## src/rtl/pixel_op_sequencer_if.sv

```systemverilog
// pixel_op_sequencer_if: control, source-read, datapath and destination-write bus of the frame sequencer
interface pixel_op_sequencer_if #(parameter int ADDR_W = 17);
  logic              start;
  logic              abort;
  logic [3:0]        op_mask;
  logic [7:0]        value_in;
  logic [7:0]        threshold_in;
  logic              busy;
  logic              done;
  logic [1:0]        cur_op;
  logic              src_rd_en;
  logic [ADDR_W-1:0] src_addr;
  logic [7:0]        src_rdata;
  logic [7:0]        dp_inbyte;
  logic [1:0]        dp_select;
  logic [7:0]        dp_value;
  logic [7:0]        dp_threshold;
  logic [7:0]        dp_outbyte;
  logic              dst_wr_en;
  logic [1:0]        dst_op;
  logic [ADDR_W-1:0] dst_addr;
  logic [7:0]        dst_wdata;
  modport master (
    input  start, abort, op_mask, value_in, threshold_in, src_rdata, dp_outbyte,
    output busy, done, cur_op, src_rd_en, src_addr, dp_inbyte, dp_select, dp_value, dp_threshold,
           dst_wr_en, dst_op, dst_addr, dst_wdata
  );
  modport slave (
    output start, abort, op_mask, value_in, threshold_in, src_rdata, dp_outbyte,
    input  busy, done, cur_op, src_rd_en, src_addr, dp_inbyte, dp_select, dp_value, dp_threshold,
           dst_wr_en, dst_op, dst_addr, dst_wdata
  );
endinterface

```

## src/rtl/pixel_op_sequencer.sv

```systemverilog
// pixel_op_sequencer: streams a source frame through the pixel datapath once per enabled op
module pixel_op_sequencer #(
  parameter int NUM_PIXELS = 98304,
  parameter int ADDR_W     = 17,
  parameter int RD_LAT     = 1,
  parameter int DP_LAT     = 1
) (
  input logic                 clk,
  input logic                 rst_n,
  pixel_op_sequencer_if.master bus
);
  localparam int LAT = RD_LAT + DP_LAT;
  localparam logic [ADDR_W-1:0] LAST = ADDR_W'(NUM_PIXELS - 1);
  typedef enum logic [1:0] {IDLE, STREAM, DRAIN, DONE} state_t;
  state_t            r_state;
  logic [3:0]        r_mask;
  logic [LAT-1:0]    r_vld;
  logic [ADDR_W-1:0] r_adr [LAT];
  logic [1:0]        r_op;
  logic              r_busy;
  logic              r_done;
  logic [7:0]        r_inbyte;
  logic [7:0]        r_value;
  logic [7:0]        r_thr;
  logic              r_wr;
  logic [1:0]        r_dop;
  logic [ADDR_W-1:0] r_dadr;
  logic [7:0]        r_wdata;
  logic [3:0]        w_rem;
  logic [1:0]        w_next;
  logic [1:0]        w_first;
  function automatic logic [1:0] f_low(input logic [3:0] m);
    return m[0] ? 2'd0 : m[1] ? 2'd1 : m[2] ? 2'd2 : 2'd3;
  endfunction
  // ops still pending above the one currently streaming
  assign w_rem   = r_mask & (4'b1110 << r_op);
  assign w_next  = f_low(w_rem);
  assign w_first = f_low(bus.op_mask);
  // stage 0 of the valid/address pipe is the read strobe itself
  always_ff @(posedge clk or negedge rst_n) begin
    if (!rst_n) begin
      r_state  <= IDLE;
      r_mask   <= '0;
      r_vld    <= '0;
      for (int k = 0; k < LAT; k++) r_adr[k] <= '0;
      r_op     <= '0;
      r_busy   <= 1'b0;
      r_done   <= 1'b0;
      r_inbyte <= '0;
      r_value  <= '0;
      r_thr    <= '0;
      r_wr     <= 1'b0;
      r_dop    <= '0;
      r_dadr   <= '0;
      r_wdata  <= '0;
    end else begin
      r_vld[LAT-1:1] <= r_vld[LAT-2:0];
      for (int k = 1; k < LAT; k++) r_adr[k] <= r_adr[k-1];
      if (r_vld[RD_LAT-1]) r_inbyte <= bus.src_rdata;
      r_wr <= r_vld[LAT-1];
      if (r_vld[LAT-1]) begin
        r_dadr  <= r_adr[LAT-1];
        r_wdata <= bus.dp_outbyte;
        r_dop   <= r_op;
      end
      case (r_state)
        IDLE: if (bus.start) begin
          r_mask  <= bus.op_mask;
          r_value <= bus.value_in;
          r_thr   <= bus.threshold_in;
          r_op    <= w_first;
          if (|bus.op_mask) begin
            r_state  <= STREAM;
            r_busy   <= 1'b1;
            r_vld[0] <= 1'b1;
            r_adr[0] <= '0;
          end else begin
            r_state <= DONE;
            r_done  <= 1'b1;
          end
        end
        STREAM: if (r_adr[0] == LAST) begin
          r_state  <= DRAIN;
          r_vld[0] <= 1'b0;
        end else r_adr[0] <= r_adr[0] + 1'b1;
        // select only moves once every in-flight pixel has left the pipe
        DRAIN: if (~|r_vld) begin
          if (|w_rem) begin
            r_state  <= STREAM;
            r_op     <= w_next;
            r_vld[0] <= 1'b1;
            r_adr[0] <= '0;
          end else begin
            r_state <= DONE;
            r_busy  <= 1'b0;
            r_done  <= 1'b1;
          end
        end
        DONE: begin
          r_state <= IDLE;
          r_done  <= 1'b0;
        end
        default: r_state <= IDLE;
      endcase
      if (bus.abort && r_state != IDLE) begin
        r_state <= IDLE;
        r_busy  <= 1'b0;
        r_done  <= 1'b0;
        r_vld   <= '0;
        r_wr    <= 1'b0;
      end
    end
  end
  assign bus.busy         = r_busy;
  assign bus.done         = r_done;
  assign bus.cur_op       = r_op;
  assign bus.src_rd_en    = r_vld[0];
  assign bus.src_addr     = r_adr[0];
  assign bus.dp_inbyte    = r_inbyte;
  assign bus.dp_select    = r_op;
  assign bus.dp_value     = r_value;
  assign bus.dp_threshold = r_thr;
  assign bus.dst_wr_en    = r_wr;
  assign bus.dst_op       = r_dop;
  assign bus.dst_addr     = r_dadr;
  assign bus.dst_wdata    = r_wdata;
endmodule

```

## src/flat_wrapper.sv

```systemverilog
// flat-port wrapper written by rule: the top's interface ports become plain ports
module pixel_op_sequencer_flat 
#(
  parameter int NUM_PIXELS = 98304,
  parameter int ADDR_W     = 17,
  parameter int RD_LAT     = 1,
  parameter int DP_LAT     = 1
)
  (clk, rst_n, bus_start, bus_abort, bus_op_mask, bus_value_in, bus_threshold_in, bus_src_rdata, bus_dp_outbyte, bus_busy, bus_done, bus_cur_op, bus_src_rd_en, bus_src_addr, bus_dp_inbyte, bus_dp_select, bus_dp_value, bus_dp_threshold, bus_dst_wr_en, bus_dst_op, bus_dst_addr, bus_dst_wdata);
  pixel_op_sequencer_if #(.ADDR_W(ADDR_W)) bus_i ();
  input logic clk;
  input logic rst_n;
  input wire logic [$bits(bus_i.start)-1:0] bus_start;
  input wire logic [$bits(bus_i.abort)-1:0] bus_abort;
  input wire logic [$bits(bus_i.op_mask)-1:0] bus_op_mask;
  input wire logic [$bits(bus_i.value_in)-1:0] bus_value_in;
  input wire logic [$bits(bus_i.threshold_in)-1:0] bus_threshold_in;
  input wire logic [$bits(bus_i.src_rdata)-1:0] bus_src_rdata;
  input wire logic [$bits(bus_i.dp_outbyte)-1:0] bus_dp_outbyte;
  output wire logic [$bits(bus_i.busy)-1:0] bus_busy;
  output wire logic [$bits(bus_i.done)-1:0] bus_done;
  output wire logic [$bits(bus_i.cur_op)-1:0] bus_cur_op;
  output wire logic [$bits(bus_i.src_rd_en)-1:0] bus_src_rd_en;
  output wire logic [$bits(bus_i.src_addr)-1:0] bus_src_addr;
  output wire logic [$bits(bus_i.dp_inbyte)-1:0] bus_dp_inbyte;
  output wire logic [$bits(bus_i.dp_select)-1:0] bus_dp_select;
  output wire logic [$bits(bus_i.dp_value)-1:0] bus_dp_value;
  output wire logic [$bits(bus_i.dp_threshold)-1:0] bus_dp_threshold;
  output wire logic [$bits(bus_i.dst_wr_en)-1:0] bus_dst_wr_en;
  output wire logic [$bits(bus_i.dst_op)-1:0] bus_dst_op;
  output wire logic [$bits(bus_i.dst_addr)-1:0] bus_dst_addr;
  output wire logic [$bits(bus_i.dst_wdata)-1:0] bus_dst_wdata;
  assign bus_i.start = bus_start;
  assign bus_i.abort = bus_abort;
  assign bus_i.op_mask = bus_op_mask;
  assign bus_i.value_in = bus_value_in;
  assign bus_i.threshold_in = bus_threshold_in;
  assign bus_i.src_rdata = bus_src_rdata;
  assign bus_i.dp_outbyte = bus_dp_outbyte;
  assign bus_busy = bus_i.busy;
  assign bus_done = bus_i.done;
  assign bus_cur_op = bus_i.cur_op;
  assign bus_src_rd_en = bus_i.src_rd_en;
  assign bus_src_addr = bus_i.src_addr;
  assign bus_dp_inbyte = bus_i.dp_inbyte;
  assign bus_dp_select = bus_i.dp_select;
  assign bus_dp_value = bus_i.dp_value;
  assign bus_dp_threshold = bus_i.dp_threshold;
  assign bus_dst_wr_en = bus_i.dst_wr_en;
  assign bus_dst_op = bus_i.dst_op;
  assign bus_dst_addr = bus_i.dst_addr;
  assign bus_dst_wdata = bus_i.dst_wdata;
  pixel_op_sequencer #(.NUM_PIXELS(NUM_PIXELS), .ADDR_W(ADDR_W), .RD_LAT(RD_LAT), .DP_LAT(DP_LAT)) u_core (.clk(clk), .rst_n(rst_n), .bus(bus_i));
endmodule
```

## config.mk

```make
export PLATFORM = sky130hd
export DESIGN_NAME = pixel_op_sequencer_flat
export DESIGN_NICKNAME = d
export VERILOG_FILES = /design/src/rtl/pixel_op_sequencer_if.sv /design/src/rtl/pixel_op_sequencer.sv /design/src/flat_wrapper.sv
export SDC_FILE = /design/constraint.sdc
export NUM_CORES = 1
export LEC_CHECK = 0
export ABC_AREA = 1
export BUFFER_PORTS_ARGS = -buffer_cell sky130_fd_sc_hd__buf_2
export CAP_MARGIN = 20
export CORE_UTILIZATION = 52
export CTS_CLUSTER_DIAMETER = 40
export CTS_CLUSTER_SIZE = 8
export DETAILED_ROUTE_END_ITERATION = 8
export PLACE_DENSITY_LB_ADDON = 0.25
export SLEW_MARGIN = 30
export SYNTH_ARGS = -nofsm -noshare
export SYNTH_HDL_FRONTEND = slang
export SYNTH_SLANG_ARGS = --single-unit
export TNS_END_PERCENT = 20
```

## constraint.sdc

```tcl
create_clock -name clk -period 1.75 [get_ports clk]
set_input_delay 0.35 -clock clk [delete_from_list [all_inputs] [get_ports clk]]
set_output_delay 0.35 -clock clk [all_outputs]
set_load 0.02 [all_outputs]
```

==> flow_summary.toml, run 1 <==
[sta]
relSlewSlack_pct = 68.1
tightest_slew_ps = 478
finalCritPeriodShare_pct = 94.0
hold_viol = 0
finalMaxSlewViolations = 0
finalClockSkew_ps = 16.2
timing.hold.ws_ps = 181
finalSetupViolCount = 0
fin_ws_ps = 104
fin_crit_ps = 1650
tns_ps = 0
fmax_ghz = 0.608

[layout]
fin_cells = 697
fillers = 648
multi_input_area_sq_mm = 0.00150
regArea_sq_mm = 0.00243
drive_above_1_share_pct = 30.3
insertedDiodeCount = 0
synthToLayoutAreaGrowth_pct = 20.4
layout.nets = 631
fin_area_sq_mm = 0.00506
fin_util_pct = 65.2

[logic_synthesis]
synthTopCellsByCount = "nand2_1, dfrtp_1, nor2_1"
ys_ff_latch = 97
synth_cell_types = 28
seq_area_frac_synth_pct = 57.7
syn_area_per_cell_sq_um = 8.82
yosysMostFrequentCell = "nand2_1"
async_flop_share_pct = 100
synthTopCellsByArea = "dfrtp_1, nand2_1, mux2_2"
syn_nets = 518
synth-edff-count = 0
synth_top_area_cell = "dfrtp_1"
synth_top_area_share_pct = 57.7
ys_warn_count = 0
synth_area_sq_mm = 0.00421
synth_cells = 477
synthFlopType = "dfrtp_1"

[placed_design]
gp_congestion = 0.895
pre_cts_ws_ps = 164
placed_cells = 675
dp_hpwl_um = 6200
placed_area_sq_mm = 0.00483
io_buffers = 115

[worst_setup_path]
crit_slowest_cell = "dfrtp_1"
worst-setup-path-type = "flop to flop"
ff2ff_path_depth = 10
r2r-start = "u_core.bus.src_addr[1]"
worstPathRequired_ps = 2050
r2r_setup_slack_ps = 100
critPathTopFamily = "simple AND/OR/NAND/NOR gates"
cpPeakStageDelay_ps = 400
path_max_fanout = 5
cp.arrival_ps = 1940
reg2reg_to = "u_core.bus.src_addr[1]"
cp-end-kind = "flop"
cpMostUsedCell = "nand2_1"
startpoint_type = "flop"
crit_chain = "ha_1 -> nand3_1 -> inv_2 -> nand2_1 -> inv_1 -> nand4_1 -> buf_4 -> nand2_2 -> nand2_1 -> nand2_1"
cp_num_buf_inv = 3

[global_route]
grt_max_degree = 38
grt-ovfl-total = 0
grt_pass1_vias = 3242
grt_pass1_wl_um = 14700
grtUsageTotal_pct = 22.1
grt_antenna_before_repair = 0

[pwr]
max-vdd-ir-drop_v = 0.000962
p_leak_nw = 2.86
powerDensity_mw_per_mm2 = 1560
report.power.total_mw = 7.92

[route]
wl_met1_um = 4190
viasPerCell = 4.86
finalWirelength_um = 9070
ant_nets = 0
wl_met2_um = 4260
wl_per_cell_um = 13.0
route.detailed.drc = 0
drt_iter0_drc = 165
drt-pass1-iter-count = 4
routed.top_layer = "met4"
wl_met3_um = 501
vias = 3389

[floorplan]
num_rows = 32
start_util_pct = 54.2
fp.coreArea_sq_mm = 0.00777
dieHeight_um = 92.0
die-area_sq_mm = 0.00846
die_x_um = 92.0
pin_count = 116

[min_path]
hold_path_depth = 3
hold_path_class = "input port to flop"
min_from = "bus_src_rdata[4]"
holdPathEnd = "u_core.bus.dp_inbyte[4]"

[clock_network]
clkTransAtPathRegs_ps = 110
cts-root-buf = "clkbuf_8"
numCtsBuffers = 9
clock_latency_ps = 370
cts_tree = "yes"
cts_sinks = 97
cts_max_level = 3
clockBufferDepth = 2

[run_status]
status = "completed"

[run]
drv_cap = 0
==> layer usage <==
layer  global-route usage, %  vias to the layer above
met5                       0                        -
met4                    8.07                        0
met3                    3.90                        9
met2                    36.3                      121
met1                    29.6                     1544
li1                        -                     1715
==> sequential cells by signal, indices dropped and copies added, names as in the netlist <==
signal                   count
u_core.bus.busy              1
u_core.bus.cur_op            2
u_core.bus.done              1
u_core.bus.dp_inbyte         8
u_core.bus.dp_threshold      8
u_core.bus.dp_value          8
u_core.bus.dst_addr         17
u_core.bus.dst_op            2
u_core.bus.dst_wdata         8
u_core.bus.dst_wr_en         1
u_core.bus.src_addr         17
u_core.r_adr                17
u_core.r_mask                3
u_core.r_state               2
u_core.r_vld                 2
==> power breakdown <==
| part | switching, mW | leakage, nW | internal, mW |
|---|---|---|---|
| Clock | 0.836 | 0.0976 | 0.547 |
| Sequential | 0.327 | 1.26 | 2.85 |
| Combinational | 2.22 | 1.50 | 1.14 |
| Total | 3.38 | 2.86 | 4.54 |
==> final cells by class <==
class                   count  share of cell area [%]
multi-input cells         325                    29.7
flip-flops and latches     97                    47.9
clock buffers               9                    2.45
repair buffers            130                    14.2
inverters                  27                    2.00
well taps                 102                    2.52
clock inverters             7                    1.24
==> layout by cell type (no fill, tap or decap), drive strengths merged, types with 2 or more instances in the layout <==
master	netlist	layout
nand2	206	208
buf	23	129
dfrtp	97	97
nor2	39	39
inv	27	30
mux2	18	18
o21ai	18	18
nand3	14	14
a21oi	12	12
clkbuf	7	9
nand4	6	6
clkinv	0	4
nor3	3	3
nand3b	2	2
==> tightest hold or removal path, stage by stage <==
cell     delay [ps]
buf_2            80
nand2_1          40
nand2_1          60
==> logic make-up after synthesis <==
kind of cell / synth area share, %
compound gates: 3.98
xor+xnor: 0.208
fa+ha+maj: 0.297
buf+inv: 7.05
flops: 57.7
mux: 4.82
simple gates: 26.0
==> worst max-delay path by stage <==
stage                     slack [ps]                   start                       to  depth (start not counted)
after CTS                        130  u_core.bus.src_addr[1]  u_core.bus.src_addr[10]                          8
final                            100  u_core.bus.src_addr[1]   u_core.bus.src_addr[1]                         10
after floorplan                  150         u_core.r_vld[0]  u_core.bus.src_addr[10]                         10
after detailed placement         160  u_core.bus.src_addr[1]  u_core.bus.src_addr[15]                          9
after global routing             -10  u_core.bus.src_addr[1]   u_core.bus.src_addr[2]                         10
after global placement           240  u_core.bus.src_addr[8]  u_core.bus.src_addr[16]                          7
==> repair_timing <==
item / in CTS / in global routing
hold buffers: 1 / 0
setup buffers: 0 / 3
hold endpoints to repair: 34 / 0
setup endpoints to repair: 0 / 17
gates resized for setup: 0 / 2
Power figures use the tool's default switching activity.
==> inputs of run 2 (changes only) <==
--- a/config.mk
+++ b/config.mk
@@ -8,6 +8,7 @@
 export ABC_AREA = 1
 export BUFFER_PORTS_ARGS = -buffer_cell sky130_fd_sc_hd__buf_2
 export CAP_MARGIN = 20
+export CORE_ASPECT_RATIO = 0.5
 export CORE_UTILIZATION = 52
 export CTS_CLUSTER_DIAMETER = 40
 export CTS_CLUSTER_SIZE = 8
==> run 2 against run 1 <==
Global-route usage fell by 0.19 points; routed wire length fell by 1.6%; critical path depth down 2.
==> flow_summary.toml, run 2 (synthesis gave the netlist of run 1 again) <==
[sta]
finalCritPeriodShare_pct = 96.3
tightest_slew_ps = 443
relSlewSlack_pct = 70.1
fin_crit_ps = 1690
hold_viol = 0
finalSetupViolCount = 0
finalMaxSlewViolations = 0
finalClockSkew_ps = 3.89
timing.hold.ws_ps = 209
fmax_ghz = 0.593

[floorplan]
dieHeight_um = 65.6
fp.coreArea_sq_mm = 0.00757
die-area_sq_mm = 0.00848
die_x_um = 129
num_rows = 22
start_util_pct = 55.6
pin_count = 116

[route]
viasPerCell = 4.81
vias = 3379
wl_per_cell_um = 12.7
ant_nets = 0
route.detailed.drc = 0
drt_iter0_drc = 155
drt-pass1-iter-count = 4
finalWirelength_um = 8920

[clock_network]
clkTransAtPathRegs_ps = 60
numCtsBuffers = 9
clock_latency_ps = 340
cts_max_level = 3
clockBufferDepth = 2
cts_tree = "yes"
cts-root-buf = "clkbuf_16"
cts_sinks = 97

[layout]
layout_common_cells = "nand2_1, buf_2, dfrtp_1"
multi_input_area_sq_mm = 0.00152
fillers = 596
final_common_cell = "nand2_1"
fin_cells = 702
regArea_sq_mm = 0.00243
synthToLayoutAreaGrowth_pct = 23.2
insertedDiodeCount = 0
layout.nets = 630
drive_above_1_share_pct = 30.8

[worst_setup_path]
worst-setup-path-type = "flop to flop"
worstPathRequired_ps = 2020
cpMostUsedCell = "nand2_1"
cp.arrival_ps = 1960
cpPeakStageDelay_ps = 430
path_max_fanout = 8
crit_chain = "nand2_1 -> nor2_1 -> nand2_1 -> inv_1 -> nand4_1 -> nand2_4 -> nand2_1 -> nand2_1"
startpoint_type = "flop"
crit_slowest_cell = "dfrtp_1"
cp_num_buf_inv = 1
cp-end-kind = "flop"
critPathTopFamily = "simple AND/OR/NAND/NOR gates"

[pwr]
p_leak_nw = 2.89
report.power.total_mw = 8.49
powerDensity_mw_per_mm2 = 1640
max-vdd-ir-drop_v = 0.000690

[placed_design]
gp_congestion = 0.881
dp_hpwl_um = 6200
placed_cells = 681
io_buffers = 115

[min_path]
hold_path_class = "input port to flop"

[run]
drv_cap = 0

[global_route]
grt_pass1_wl_um = 14000
grtUsageTotal_pct = 21.9
grt_antenna_before_repair = 0
grt_pass1_vias = 2998
grt-ovfl-total = 0
grt_max_degree = 34

[run_status]
status = "completed"
[run 2: per-stage QoR]
stage / area, sq um / setup TNS (ps) / util [%] / worst slack (ps)
floorplan: 4210 / 0 / - / 148
CTS: 5130 / 0 / 67.8 / 153
finish: 5180 / 0 / 68.5 / 64.7
global route: 5180 / -226 / 68.5 / -50.6
global placement: 4820 / 0 / 63.7 / 215
detailed placement: 4820 / 0 / 63.7 / 164
[run 2: area by class of cell]
type	instances	area share, %
Clock inverter	5	1.06
Clock buffer	11	4.68
Tap cell	108	2.61
Multi-Input combinational cell	325	29.3
Sequential cell	97	46.9
Inverter	27	1.95
Timing Repair Buffer	129	13.5
[run 2: per-layer routing]
layer	wire [um]	track usage [%]	share of wire [%]	up-vias
met4	32	6.18	0.36	0
li1	-	-	-	1708
met5	0	0	0	-
met2	4210	36.7	47	90
met3	510	6.43	5.7	4
met1	4160	27.9	47	1577
[run 2: worst paths after layout]
check | cells past startpoint | slack (ps) | end | from
worst max-delay path | 8 | 60 | u_core.bus.src_addr[4] | u_core.bus.src_addr[6]
worst min-delay path | 3 | 210 | u_core.bus.dst_wdata[1] | bus_dp_outbyte[1]
worst max register to register | 8 | 60 | u_core.bus.src_addr[4] | u_core.bus.src_addr[6]
worst min register to register | 2 | 440 | u_core.bus.dst_addr[14] | u_core.r_adr[14]
max in group asynchronous | 3 | 680 | u_core.bus.src_addr[5] | rst_n
min in group asynchronous | 2 | 500 | u_core.r_adr[7] | rst_n
[run 2: power by group]
part	total, mW	switching [mW]	internal (mW)
sequential	3.21	0.352	2.86
clock	1.92	0.781	1.14
combinational	3.36	2.22	1.14
[run 2: repair_timing]
item,CTS,global route
setup buffers,0,2
hold buffers,1,0
gates resized for setup,0,8
setup endpoints to repair,0,12
endpoints found under the hold margin,29,0
[run 2: worst reg2reg max path, delay by kind of cell, from the launching register on]
kind	cells	cell delay, ps
buffers and inverters	1	100
DFF	1	430
and+or+nand+nor	7	1090
